[src/rtl/xor_arbiter_pkg.sv]
// Shared defaults, grant type and round-robin search helper for the XOR arbiter.
package xor_arbiter_pkg;

  localparam int N_DEF    = 4;
  localparam int W_DEF    = 8;
  localparam int IW_DEF   = $clog2(N_DEF);
  localparam int MAX_N    = 32;
  localparam int RR_IDX_W = 5;

  typedef logic [N_DEF-1:0] grant_t;

  typedef struct packed {
    logic                found;
    logic [RR_IDX_W-1:0] idx;
  } rr_pick_t;

  // First set bit of valid[n-1:0] searching upward from ptr with wrap at n.
  // ptr < n and i < n, so a single subtraction brings the candidate back in range.
  function automatic rr_pick_t rr_next(input logic [RR_IDX_W-1:0] ptr,
                                       input logic [MAX_N-1:0]    valid,
                                       input int                  n);
    rr_pick_t            res;
    logic [RR_IDX_W:0]   cand;
    res.found = 1'b0;
    res.idx   = '0;
    for (int i = 0; i < MAX_N; i++) begin
      if (i < n && !res.found) begin
        cand = {1'b0, ptr} + (RR_IDX_W+1)'(i);
        if (cand >= (RR_IDX_W+1)'(n)) cand = cand - (RR_IDX_W+1)'(n);
        if (valid[cand[RR_IDX_W-1:0]]) begin
          res.found = 1'b1;
          res.idx   = cand[RR_IDX_W-1:0];
        end
      end
    end
    return res;
  endfunction

endpackage

[src/rtl/xor_arbiter_if.sv]
// Requester and consumer handshake bundle for xor_arbiter.
interface xor_arbiter_if
  import xor_arbiter_pkg::*;
#(
  parameter int N  = N_DEF,
  parameter int W  = W_DEF,
  parameter int IW = IW_DEF
) ();

  logic [N-1:0]   req_valid;
  logic [N-1:0]   req_ready;
  logic [N*W-1:0] req_a;
  logic [N*W-1:0] req_b;
  logic           resp_valid;
  logic           resp_ready;
  logic [IW-1:0]  resp_id;
  logic [W-1:0]   resp_y;

  modport master (
    output req_valid, req_a, req_b, resp_ready,
    input  req_ready, resp_valid, resp_id, resp_y
  );

  modport slave (
    input  req_valid, req_a, req_b, resp_ready,
    output req_ready, resp_valid, resp_id, resp_y
  );

endinterface

[src/rtl/xor_arbiter_xor_unit.sv]
// Shared combinational XOR kernel placed behind the grant mux.
module xor_unit
  import xor_arbiter_pkg::*;
#(
  parameter int W = W_DEF
) (
  input  logic [W-1:0] a,
  input  logic [W-1:0] b,
  output logic [W-1:0] y
);

  assign y = a ^ b;

endmodule

[src/rtl/xor_arbiter.sv]
// Round-robin arbiter sharing one XOR kernel among N requesters, with a
// single-entry registered result. Supports N up to MAX_N (32).
module xor_arbiter
  import xor_arbiter_pkg::*;
#(
  parameter int N  = N_DEF,
  parameter int W  = W_DEF,
  parameter int IW = (N > 1) ? $clog2(N) : 1
) (
  input  logic          clock,
  input  logic          reset,
  xor_arbiter_if.slave  bus
);

  logic [MAX_N-1:0] valid_ext;
  rr_pick_t         pick;
  logic             slot_free;
  logic             grant_en;
  logic [IW-1:0]    gnt_idx;
  logic [N-1:0]     ready;
  logic [W-1:0]     a_sel;
  logic [W-1:0]     b_sel;
  logic [W-1:0]     y_sel;
  logic [IW-1:0]    ptr;
  logic [IW-1:0]    ptr_next;

  logic             vld_p1;
  logic [W-1:0]     y_p1;
  logic [IW-1:0]    id_p1;

  // Stage 0: arbitrate and select the granted operand pair
  always_comb begin
    valid_ext          = '0;
    valid_ext[N-1:0]   = bus.req_valid;
    pick               = rr_next(RR_IDX_W'(ptr), valid_ext, N);
    slot_free          = !vld_p1 || bus.resp_ready;
    grant_en           = !reset && slot_free && pick.found;
    gnt_idx            = IW'(pick.idx);
    ready              = '0;
    if (grant_en) ready[gnt_idx] = 1'b1;
    a_sel              = bus.req_a[int'(gnt_idx)*W +: W];
    b_sel              = bus.req_b[int'(gnt_idx)*W +: W];
    ptr_next           = (gnt_idx == IW'(N - 1)) ? '0 : gnt_idx + IW'(1);
  end

  xor_unit #(.W(W)) u_xor (
    .a (a_sel),
    .b (b_sel),
    .y (y_sel)
  );

  // Stage 1: output register; drain and refill may share one edge
  always_ff @(posedge clock) begin
    if (reset) begin
      vld_p1 <= 1'b0;
      y_p1   <= '0;
      id_p1  <= '0;
      ptr    <= '0;
    end else if (grant_en) begin
      vld_p1 <= 1'b1;
      y_p1   <= y_sel;
      id_p1  <= gnt_idx;
      ptr    <= ptr_next;
    end else if (vld_p1 && bus.resp_ready) begin
      vld_p1 <= 1'b0;
    end
  end

  assign bus.req_ready  = ready;
  assign bus.resp_valid = vld_p1;
  assign bus.resp_y     = y_p1;
  assign bus.resp_id    = id_p1;

  a_grant_onehot : assert property (@(posedge clock) $onehot0(ready));
  a_grant_valid  : assert property (@(posedge clock) (ready & ~bus.req_valid) == '0);

endmodule

[src/flat_wrapper.sv]
// flat-port wrapper written by rule: the top's interface ports become plain ports
module xor_arbiter_flat import xor_arbiter_pkg::*;
#(
  parameter int N  = N_DEF,
  parameter int W  = W_DEF,
  parameter int IW = (N > 1) ? $clog2(N) : 1
)
  (clock, reset, bus_req_valid, bus_req_a, bus_req_b, bus_resp_ready, bus_req_ready, bus_resp_valid, bus_resp_id, bus_resp_y);
  xor_arbiter_if #(.N(N), .W(W), .IW(IW)) bus_i ();
  input  logic clock;
  input  logic reset;
  input wire logic [$bits(bus_i.req_valid)-1:0] bus_req_valid;
  input wire logic [$bits(bus_i.req_a)-1:0] bus_req_a;
  input wire logic [$bits(bus_i.req_b)-1:0] bus_req_b;
  input wire logic [$bits(bus_i.resp_ready)-1:0] bus_resp_ready;
  output wire logic [$bits(bus_i.req_ready)-1:0] bus_req_ready;
  output wire logic [$bits(bus_i.resp_valid)-1:0] bus_resp_valid;
  output wire logic [$bits(bus_i.resp_id)-1:0] bus_resp_id;
  output wire logic [$bits(bus_i.resp_y)-1:0] bus_resp_y;
  assign bus_i.req_valid = bus_req_valid;
  assign bus_i.req_a = bus_req_a;
  assign bus_i.req_b = bus_req_b;
  assign bus_i.resp_ready = bus_resp_ready;
  assign bus_req_ready = bus_i.req_ready;
  assign bus_resp_valid = bus_i.resp_valid;
  assign bus_resp_id = bus_i.resp_id;
  assign bus_resp_y = bus_i.resp_y;
  xor_arbiter #(.N(N), .W(W), .IW(IW)) u_core (.clock(clock), .reset(reset), .bus(bus_i));
endmodule
[config.mk]
export PLATFORM = sky130hd
export DESIGN_NAME = xor_arbiter_flat
export DESIGN_NICKNAME = d
export VERILOG_FILES = /design/src/rtl/xor_arbiter_pkg.sv /design/src/rtl/xor_arbiter_if.sv /design/src/rtl/xor_arbiter_xor_unit.sv /design/src/rtl/xor_arbiter.sv /design/src/flat_wrapper.sv
export SDC_FILE = /design/constraint.sdc
export NUM_CORES = 1
export LEC_CHECK = 0
export ABC_CLOCK_PERIOD_IN_PS = 2980
export CORE_UTILIZATION = 35
export DETAILED_ROUTE_END_ITERATION = 8
export PLACE_DENSITY = 0.77
export SLEW_MARGIN = 20
export SYNTH_ARGS = -nofsm -noshare
export SYNTH_HDL_FRONTEND = slang
export SYNTH_SLANG_ARGS = --single-unit
[constraint.sdc]
create_clock -name clock -period 2.98 [get_ports clock]
set_input_delay 0.596 -clock clock [delete_from_list [all_inputs] [get_ports clock]]
set_output_delay 0.596 -clock clock [all_outputs]
set_load 0.02 [all_outputs]
==> flow_metrics.py <==
metrics = {
    "worst_hold_path": {
        "whs_path_depth": 2,
        "worstHoldPathType": "reg -> reg",
        "hold-path-endpoint": "u_core.bus.resp_y[5]",
        "worstHoldStart": "u_core.bus.resp_y[5]",
    },
    "finish": {
        "fin_area_um2": 2890,
        "final_cell_mix": "clkdlybuf4s50_1, nand2_1, buf_4",
        "drive_gt1_frac": 0.261,
        "fin_nets": 383,
        "fill_cells": 357,
        "diodes": 0,
        "syn_to_final_growth_pct": 85.4,
        "multi_input_area_um2": 1360,
        "fin_cells": 353,
        "seqCellArea_um2": 265,
        "postLayoutCoreUtil": 0.698,
        "final_common_cell": "clkdlybuf4s50_1",
    },
    "pwr": {
        "p_sw_frac": 0.423,
        "power_frac_clock": 0.075,
        "fin_total_pwr_mw": 2.18,
        "combinationalPowerShare": 0.798,
        "leakage_nw": 1.19,
        "netSwitchingPower_mw": 0.923,
        "p_per_area_nw_per_um2": 754,
        "p_int_mw": 1.26,
        "peakVddDrop_mv": 0.342,
        "pwr-share-seq": 0.127,
    },
    "worst_setup_path": {
        "reg2reg_from": "u_core.ptr[0]",
        "critPathArrivalTime_ns": 2.48,
        "startpoint_type": "flop",
        "r2r-end": "u_core.bus.resp_y[4]",
        "reg2regPathDepth": 12,
        "path_class": "reg -> out",
        "worstPathRequired_ns": 2.38,
        "reg2reg_slack_ns": 0.13,
        "end_kind": "output port",
        "cp_max_fo": 3,
    },
    "clocking": {
        "cts_made_buffers": 3,
        "cts_tree": "yes",
        "clk_pin_slew_worst_paths_ns": 0.06,
        "clock_sinks": 13,
        "htreeDepth": 1,
        "ctsRootBufferMaster": "clkbuf_8",
        "worstSkewPairLatency_ns": 0.25,
        "clk_path_buf_depth": 2,
    },
    "synthesis": {
        "synth_edf_count": 0,
        "avgSynthCellArea_um2": 8.48,
        "syn_area_um2": 1560,
        "ys_seq_area_frac": 0.167,
        "async_flop_share": 0,
        "ys_warn_count": 0,
        "synth_cells": 184,
        "synth_nets": 263,
        "ys_types": 42,
        "synthFlopType": "dfxtp_1",
        "ys_seq_elements": 13,
    },
    "placement": {
        "dp.final_hpwl_um": 3480,
        "placed_cell_area_um2": 2660,
        "place_inst": 340,
        "gp_congestion": 0.824,
        "dp_slack_ns": -0.759,
        "io_buffers": 85,
    },
    "timing": {
        "tns_ns": -0.364,
        "finalCritPeriodShare": 1.03,
        "drv_slew": 0,
        "fmax_ghz": 0.325,
        "rsz0062_at_grt": "yes",
        "skew_ns": 0.00448,
        "holdWs_ns": 0.477,
        "period_minus_slack_ns": 3.08,
        "worstMarginPinSlew_ns": 0.412,
        "hold_violations": 0,
        "slew_headroom": 0.725,
        "report.final.setup_viol": 4,
        "layout_setup_ws_ns": -0.0983,
    },
    "route": {
        "vias_per_cell": 5.02,
        "ant_nets": 0,
        "vias": 1772,
        "dr.pass1.iters": 4,
        "first_iter_violations": 61,
        "wire_per_inst_um": 13.3,
        "drt_wl_total_um": 4690,
        "drc": 0,
    },
    "floorplanning": {
        "initial_utilization": 0.377,
        "fp-row-count": 23,
        "die-area_um2": 4730,
        "io_pins": 86,
        "core_um2": 4140,
        "dieHeight_um": 68.8,
        "die_w_um": 68.8,
    },
    "grt": {
        "grt-ovfl-total": 0,
        "grt_max_degree": 18,
        "grt_pass1_wl_um": 7140,
        "grt_antenna_before_repair": 0,
        "grt_usage": 0.201,
        "grt_pass1_vias": 1645,
    },
    "run_status": {
        "outcome": "finished with violations",
        "violations": "setup timing",
    },
    "run": {
        "drv_cap": 0,
    },
}
==> how the worst max path moves through the flow <==
stage                      from                to  slack [ns]  depth (start not counted)
2_1_floorplan     u_core.ptr[0]  bus_req_ready[0]        0.02                         11
3_3_place_gp   bus_req_valid[3]  bus_req_ready[3]       -0.69                         10
3_5_place_dp   bus_req_valid[3]  bus_req_ready[3]       -0.76                         10
4_1_cts           u_core.ptr[0]  bus_req_ready[2]       -0.05                         11
5_1_grt           u_core.ptr[0]  bus_req_ready[1]       -0.20                         11
6_report          u_core.ptr[0]  bus_req_ready[2]        -0.1                         11
==> cell type report <==
class / instances / share of cell area
Multi-Input combinational cell: 160 / 0.470
Timing Repair Buffer: 122 / 0.394
Sequential cell: 13 / 0.0917
Tap cell: 50 / 0.0216
Clock buffer: 4 / 0.0156
Inverter: 4 / 0.00692
==> repair_timing <==
item / in CTS / in global routing
gates resized for setup: 55 / 3
setup endpoints to repair: 4 / 4
hold buffers: 0 / 0
buffers inserted: 6 / 3
cloned: 0 / 0
pin swaps: 5 / 4
endpoints found under the hold margin: 0 / 0
==> cell families (layout without fill, tap and decap cells) <==
kind of cell | count (synthesis) | after routing | share of synthesized area
and+or+nand+nor | 68 | 68 | 0.229
buffers and inverters | 11 | 130 | 0.0465
AOI/OAI and AO/OA | 30 | 30 | 0.166
xor gates and xnor gates | 32 | 32 | 0.180
DFF | 13 | 13 | 0.167
adders and majority gates | 8 | 8 | 0.0642
muxes | 22 | 22 | 0.148
==> synthesized netlist by cell type, types with 2 or more instances <==
cell,n,area share
a21oi_2,2,0.011
a31oi_1,2,0.0080
and2_1,5,0.020
and3_1,3,0.012
buf_6,4,0.029
clkbuf_1,2,0.0048
dfxtp_1,13,0.17
ha_1,8,0.064
inv_1,3,0.0072
mux2_1,3,0.022
mux2i_1,17,0.11
nand2_1,35,0.084
nand2b_1,2,0.0080
nand3_1,2,0.0064
nor2_1,7,0.017
o211ai_1,8,0.038
o2bb2ai_1,7,0.039
or3b_1,7,0.039
xnor2_1,15,0.084
xor2_1,17,0.095
==> sequential cells by signal, indices dropped and copies added, names as in the netlist <==
register and cells:
u_core.bus.resp_id 2, u_core.bus.resp_valid 1, u_core.ptr 2, u_core.bus.resp_y 8
==> routing by layer <==
metal / GRT usage / part of all wire / vias to the layer above
met2: 0.388 / 0.55 / 61
met3: 0.0444 / 0.053 / 4
met1: 0.218 / 0.39 / 823
met4: 0.0485 / 0.0062 / 0
met5: 0 / 0 / -
li1: - / - / 884
==> worst max-delay path: stages (launching register included) <==
cell and delay, ns:
dfxtp_4 0.37, clkinv_4 0.06, ha_4 0.28, mux2_4 0.31
and3_4 0.20, o22ai_4 0.22, nand3_2 0.11, nor2b_4 0.15
buf_6 0.14, ha_4 0.15, and2_4 0.13, buf_6 0.12
==> power by group through the flow <==
| stage | logic, mW | clock network (mW) | registers (mW) |
|---|---|---|---|
| global route | 1.87 | 0.172 | 0.286 |
| detailed placement | 1.44 | 0 | 0.278 |
| global placement | 1.41 | 0 | 0.275 |
| CTS | 1.65 | 0.161 | 0.276 |
| finish | 1.74 | 0.164 | 0.277 |
| floorplan | 0.818 | 0 | 0.342 |
Power figures use the tool's default switching activity.
